[src/rtl/instr_encoder.sv]
// RV32I instruction assembler: field-level requests in, encoded 32-bit words plus
// word-aligned preload addresses out, through a two-stage valid/ready pipeline.
module instr_encoder #(
    parameter int                 ADDR_W    = 8,
    parameter logic [ADDR_W-1:0]  BASE_ADDR = '0
) (
    input  logic              clk,
    input  logic              rst_n,
    input  logic              clr,
    input  logic              in_valid,
    output logic              in_ready,
    input  logic [2:0]        in_fmt,
    input  logic [6:0]        in_op,
    input  logic [2:0]        in_funct3,
    input  logic [6:0]        in_funct7,
    input  logic [4:0]        in_rd,
    input  logic [4:0]        in_rs1,
    input  logic [4:0]        in_rs2,
    input  logic [31:0]       in_imm,
    output logic              out_valid,
    input  logic              out_ready,
    output logic [31:0]       out_instr,
    output logic              out_illegal,
    output logic [ADDR_W-1:0] out_addr
);
    localparam int          STAGES = 2;
    localparam logic [31:0] NOP    = 32'h0000_0013;

    typedef struct packed {
        logic [2:0]  fmt;
        logic [6:0]  op;
        logic [2:0]  f3;
        logic [6:0]  f7;
        logic [4:0]  rd;
        logic [4:0]  rs1;
        logic [4:0]  rs2;
        logic [31:0] imm;
    } req_t;

    logic [STAGES:1] vld_pipe;
    req_t            s1_req;
    logic            accept, s1_adv, out_fire;
    logic [31:0]     enc_word;
    logic            enc_bad;

    assign out_fire  = vld_pipe[2] && out_ready;
    assign s1_adv    = vld_pipe[1] && (!vld_pipe[2] || out_fire);
    assign in_ready  = !clr && (!vld_pipe[1] || s1_adv);
    assign accept    = in_valid && in_ready;
    assign out_valid = vld_pipe[2];

    // Sign-representability: all bits above the sign bit must copy it.
    function automatic logic fits(input logic [31:0] v, input int msb);
        logic [31:0] hi;
        hi = $signed(v) >>> msb;
        return (hi == '0) || (hi == '1);
    endfunction

    always_comb begin
        req_t r;
        r        = s1_req;
        enc_word = NOP;
        enc_bad  = (r.op[1:0] != 2'b11);
        case (r.fmt)
            3'd0: enc_word = {r.f7, r.rs2, r.rs1, r.f3, r.rd, r.op};
            3'd1: begin
                // slli/srli/srai carry funct7 above a 5-bit shamt
                if (r.op == 7'h13 && (r.f3 == 3'd1 || r.f3 == 3'd5)) begin
                    enc_word = {r.f7, r.imm[4:0], r.rs1, r.f3, r.rd, r.op};
                    enc_bad  = enc_bad || (r.imm[31:5] != '0);
                end else begin
                    enc_word = {r.imm[11:0], r.rs1, r.f3, r.rd, r.op};
                    enc_bad  = enc_bad || !fits(r.imm, 11);
                end
            end
            3'd2: begin
                enc_word = {r.imm[11:5], r.rs2, r.rs1, r.f3, r.imm[4:0], r.op};
                enc_bad  = enc_bad || !fits(r.imm, 11);
            end
            3'd3: begin
                enc_word = {r.imm[12], r.imm[10:5], r.rs2, r.rs1, r.f3,
                            r.imm[4:1], r.imm[11], r.op};
                enc_bad  = enc_bad || !fits(r.imm, 12) || r.imm[0];
            end
            3'd4: begin
                enc_word = {r.imm[31:12], r.rd, r.op};
                enc_bad  = enc_bad || (r.imm[11:0] != '0);
            end
            3'd5: begin
                enc_word = {r.imm[20], r.imm[10:1], r.imm[11], r.imm[19:12], r.rd, r.op};
                enc_bad  = enc_bad || !fits(r.imm, 20) || r.imm[0];
            end
            default: enc_bad = 1'b1;
        endcase
        if (enc_bad) enc_word = NOP;
    end

    always_ff @(posedge clk or negedge rst_n) begin
        if (!rst_n) begin
            vld_pipe <= '0;
        end else if (clr) begin
            vld_pipe <= '0;
        end else begin
            if (accept)      vld_pipe[1] <= 1'b1;
            else if (s1_adv) vld_pipe[1] <= 1'b0;
            if (s1_adv)        vld_pipe[2] <= 1'b1;
            else if (out_fire) vld_pipe[2] <= 1'b0;
        end
    end

    always_ff @(posedge clk or negedge rst_n) begin
        if (!rst_n) begin
            s1_req <= '0;
        end else if (accept) begin
            s1_req <= '{fmt: in_fmt, op: in_op, f3: in_funct3, f7: in_funct7,
                        rd: in_rd, rs1: in_rs1, rs2: in_rs2, imm: in_imm};
        end
    end

    always_ff @(posedge clk or negedge rst_n) begin
        if (!rst_n) begin
            out_instr   <= '0;
            out_illegal <= 1'b0;
        end else if (s1_adv && !clr) begin
            out_instr   <= enc_word;
            out_illegal <= enc_bad;
        end
    end

    // Address moves with every consumed word, NOPs included; wraps naturally.
    always_ff @(posedge clk or negedge rst_n) begin
        if (!rst_n)        out_addr <= BASE_ADDR;
        else if (clr)      out_addr <= BASE_ADDR;
        else if (out_fire) out_addr <= out_addr + ADDR_W'(4);
    end

endmodule

[config.mk]
export PLATFORM = sky130hd
export DESIGN_NAME = instr_encoder
export DESIGN_NICKNAME = d
export VERILOG_FILES = /design/src/rtl/instr_encoder.sv
export SDC_FILE = /design/constraint.sdc
export NUM_CORES = 1
export LEC_CHECK = 0
export ABC_AREA = 1
export CORE_MARGIN = 5
export CORE_UTILIZATION = 55
export CTS_CLUSTER_DIAMETER = 150
export DETAILED_ROUTE_END_ITERATION = 6
export GPL_TIMING_DRIVEN = 0
export PLACE_DENSITY = 0.85
export SYNTH_ARGS = -nofsm -noshare
export SYNTH_HDL_FRONTEND = slang
export SYNTH_SLANG_ARGS = --single-unit
export TNS_END_PERCENT = 1
[constraint.sdc]
create_clock -name clk -period 2.65 [get_ports clk]
set_input_delay 0.6625 -clock clk [delete_from_list [all_inputs] [get_ports clk]]
set_output_delay 0.6625 -clock clk [all_outputs]
set_load 0.02 [all_outputs]
* Word level (Yosys, flattened, before mapping)
Cells that the tools add are included.
Storage, ports and cells: bits in registers 110, bits in latches 0, RAM bits 0, ROM bits 0, output and inout bits 43, memories 0
Cells by class: add/subtract/negate cells 1, $mul 0, divide/modulo/power cells 0, $lt $le $gt $ge 0, equal/unequal tests 12, shift-type cells 0, multiplexer cells 12, bitwise logic cells 0, reduce and logical (&&, ||, !) cells 34
Operator list (count):
- $pmux W32 S6 | 1
- $eq A32 B32 Y1 const B | 3
- $logic_not A32 Y1 | 3
- $mux W32 | 2
- $reduce_bool A27 Y1 | 1
- $mux W8 | 2
- $logic_or A1 B1 Y1 | 13
- $reduce_bool A12 Y1 | 1
- $eq A3 B3 Y1 const B | 3
- $add A8 B3 Y8 const B | 1
- $eq A7 B5 Y1 const B | 1
- $eq A3 B1 Y1 const B | 2
- $eq A3 B2 Y1 const B | 2
- $logic_and A1 B1 Y1 | 6
- $logic_not A1 Y1 | 6
- $pmux W1 S6 | 1
- $reduce_bool A3 Y1 | 2
- $mux W1 | 5
- $logic_not A3 Y1 | 1
- $mux W2 | 1
- $ne A2 B2 Y1 const B | 1
- $reduce_bool A2 Y1 | 1

* Depth between registers and ports, before layout
word-level depth 8, depth in mapped cells 13, gate-level depth less buffers 12

* Least setup slack after synthesis
No wires, ideal clock.
path kind input to register, start input port out_ready, end register s1_req[52] (netlist bit), setup time 0.125 ns, arrival 1.875 ns, data required time 2.525 ns, setup slack 0.650 ns, stages on the path 8, path buffers 2, path through nor2_2 -> inv_1 -> o21ai_0 -> inv_1 -> nand2_2 -> buf_4 -> buf_6 -> mux2_2
On the way: word-level cells in the longest chain between the ends 6
Ends and longest elaborated chain:
- start, declared | RTL line 21 | input logic out_ready,
- $logic_and A1 B1 Y1 | RTL line 46 | assign out_fire = vld_pipe[2] && out_ready;
- $logic_or A1 B1 Y1 | RTL line 47 | assign s1_adv = vld_pipe[1] && (!vld_pipe[2] || out_fire);
- $logic_and A1 B1 Y1 | RTL line 47
- $logic_or A1 B1 Y1 | RTL line 48 | assign in_ready = !clr && (!vld_pipe[1] || s1_adv);
- $logic_and A1 B1 Y1 | RTL line 48
- net in_ready | RTL line 11 | output logic in_ready,
- $logic_and A1 B1 Y1 | RTL line 49 | assign accept = in_valid && in_ready;
- end signal, assigned | RTL line 115 | s1_req <= '{fmt: in_fmt, op: in_op, f3: in_funct3, f7: in_funct7,
- end, declared | RTL line 41 | req_t s1_req;
The timed path passes the listed nets, and every way through them passes these cells. A chain may end at the register's enable or synchronous reset.

* Final worst setup path
start input port out_ready, end output port in_ready
On the way: word-level cells in the longest chain between the ends 5
Ends and longest elaborated chain (RTL line):
- $logic_and A1 B1 Y1 | 46
- $logic_or A1 B1 Y1 | 47
- $logic_and A1 B1 Y1 | 47
- $logic_or A1 B1 Y1 | 48
- $logic_and A1 B1 Y1 | 48
- end, declared | 11
No other way between the ends.

==> impl_metrics.yaml <==
setup_path:
  start_kind: "input port"
  end_kind: "output pin"
  crit_family: "buffers and inverters"
  reg2regPathDepth: 10
  r2r_end: "out_instr[26]"
  crit_buf_inv: 4
  cpPeakStageDelay_ns: 0.46
  crit_fanout: 3
  cp_cell_sequence: "clkdlybuf4s50_1, nor2_4, inv_1, o21ai_2, inv_1, dlygate4sd2_1"
  crit_type: "input port to output pin"
  worstPathRequired_ns: 1.99
  cp_slowest_cell: "clkdlybuf4s50_1"
  timing.rr.start: "s1_req[66]"
  r2r_slack_ns: 0.79
  cpMostUsedCell: "inv_1"
  crit_arrival_ns: 1.91
route:
  viasPerCell: 5.316
  wire_per_inst_um: 16.34
  wl_mm: 14.95
  route.vias.total: 4864
  drcViolationCount: 0
  drtAntennaViolNets: 0
  dr.pass1.iters: 5
  first_iter_violations: 375
sta:
  slew_headroom_pct: 59.44
  finalCritPeriodShare_pct: 97.24
  hold_violations: 0
  setup_viol: 0
  max_freq_ghz: 0.3881
  tightestPinTransition_ns: 0.6084
  fin_skew_ns: 0.006491
  min_period_ns: 2.577
  timing.final.ws_setup_ns: 0.07303
  maxSlewViolCount: 0
power:
  switching_share_pct: 34.14
  leakage_uw: 0.003270
  totalPowerFinal_uw: 4213
  power_density_mw_per_mm2: 606.1
  comb_power_share_pct: 28.7
  switchingPower_uw: 1438
  power_frac_seq_pct: 49.3
  power.internal_uw: 2774
  clkPwrFrac_pct: 22.1
  vdd_drop_max_mv: 0.3247
global_route:
  overflow: 0
  grt_max_degree: 65
  grt_pass1_wl_mm: 23.97
  antenna_found_initial: 0
  grt_pass1_vias: 4787
  grtUsageTotal_pct: 26.10
yosys:
  synth_top_area_share_pct: 49.61
  synth-seq-cells: 108
  netlist_top_cells_area: "dfrtp_1 (50%), nand2_1 (13%), mux2_2 (8.5%)"
  ys_warn_count: 0
  yosysUniqueCellTypes: 37
  synth_top_area_cell: "dfrtp_1"
  synth_common_cells: "nand2_1 (184), dfrtp_1 (108), nor2_1 (87)"
  synth_cells: 652
  seq_area_frac_synth_pct: 49.61
  synth-edff-count: 0
  synthArstFlopShare_pct: 100.0
  yosysMostFrequentCell: "nand2_1"
  synth_area_per_cell_um2: 8.355
  ys.flop_type: "dfrtp_1"
  netlist_area_mm2: 0.005448
hold_path:
  hold_path_class: "input port to asynchronous set/reset pin"
placement:
  post-place-ws_ns: -0.2931
  hpwl_mm: 11.86
  io_buffers: 112
  place.gp.congestion: 0.9179
clocking:
  root_buffer: "clkbuf_8"
  hold_buffers: 0
  cts_tree: "built"
  clock-sinks: 108
  h-tree-depth: 3
  cts_max_path_buffers: 2
  clk_pin_slew_ns: 0.10
  clkLatencyLatePin_ns: 0.37
  numCtsBuffers: 9
cells_and_area:
  insertedDiodeCount: 0
  drive_above_1_share_pct: 13.30
  nFillCells: 828
  syn_to_final_growth_pct: 27.58
  nNetsFinal: 850
floorplanning:
  die_height_um: 109.5
  die_area_mm2: 0.01200
  num_rows: 36
  io_pins: 115
  initial_core_util_pct: 55.99
  core-area_mm2: 0.009729
  fp.dieW_um: 109.5
run_status:
  status: "finished clean"
flow_run:
  cap_violations: 0
[cell usage in the layout (no fill, tap or decap), types with 3 or more instances in the layout]
cell type          n
inv_1             49
o21ai_0           10
nand2_1          184
nor2_4             3
o211ai_1           4
inv_2              6
clkbuf_8           9
a21oi_1           44
nand3b_1           4
a211oi_1           4
clkdlybuf4s50_1  109
dfrtp_1          108
nor3_1             3
nand2_2            4
mux2_2            41
clkbuf_1           6
buf_2              5
nor2_1            87
nand3_1           52
buf_4             13
buf_6              4
[timing repair]
action / CTS / global route
endpoints found under the setup margin: 1 / 1
hold endpoints to repair: 0 / 0
gates cloned: 0 / 0
resized for setup: 2 / 3
setup buffers: 0 / 0
[state kept, by name, indices dropped and copies added (netlist names)]
register     flops
s1_req          67
out_instr       32
out_addr         6
vld_pipe         2
out_illegal      1
[power by group through the flow]
stage	sequential [uW]	clock (uW)	combinational [uW]
5_1_grt	2100	1010	1320
4_1_cts	2070	941	1210
6_report	2070	929	1210
3_3_place_gp	2090	0	1160
2_1_floorplan	2160	0	595
3_5_place_dp	2100	0	1200
[final cells by class]
cell class | count | area [um^2] | area share (%)
clock inverters | 6 | 48.80 | 0.7021
plain buffers | 26 | 178.9 | 2.574
clock buffers | 10 | 127.6 | 1.836
inverters | 56 | 212.7 | 3.060
well taps | 133 | 166.4 | 2.394
repair buffers | 113 | 1147 | 16.51
multi-input cells | 463 | 2366 | 34.04
flip-flops and latches | 108 | 2703 | 38.88
[worst max path at each step]
stage                     startpoint            end  cells after the start
after global placement         rst_n  out_instr[18]                      1
final                      out_ready       in_ready                      6
after detailed placement         clr       in_ready                      5
after global routing       out_ready       in_ready                      6
after floorplan            out_ready     s1_req[52]                      8
after CTS                  out_ready       in_ready                      6
[metrics by stage]
stage          area (um^2)  hold slack (ns)  utilization (%)  cells   TNS [ns]
2_1_floorplan         5451           0.3669                -    653          0
3_3_place_gp          6739           0.4503            69.26    898    -322.33
3_5_place_dp          6764           0.4603            69.52    899    -0.4758
4_1_cts               6939           0.3068            71.32    915          0
5_1_grt               6950           0.3327            71.44    915  -0.002746
6_report              6950           0.2831            71.44    915          0
[worst register-to-register path, cell delays in order (launching register included)]
cell	delay, ns
dfrtp_1	0.37
buf_4	0.17
inv_4	0.14
nand2_2	0.09
nor2_1	0.27
inv_2	0.14
nand2_1	0.09
nand2_1	0.12
buf_2	0.21
nand3_1	0.11
nand2_1	0.06
[cells by family after synthesis]
logic type	Yosys count	synth area share [%]
compound gates	71	7.189
buf+inv	82	7.189
other cells	1	0.06884
simple gates	347	27.06
mux	42	8.659
flops	108	49.61
fa+ha+maj	1	0.2296
[layer usage]
layer | vias to the layer above | GRT usage [%] | wire length (um)
met4 | 0 | 6.055 | 248
li1 | 2343 | - | -
met3 | 20 | 4.991 | 986
met2 | 161 | 45.51 | 7523
met1 | 2340 | 33.69 | 6192
met5 | - | 0 | 0
Power figures use the tool's default switching activity.
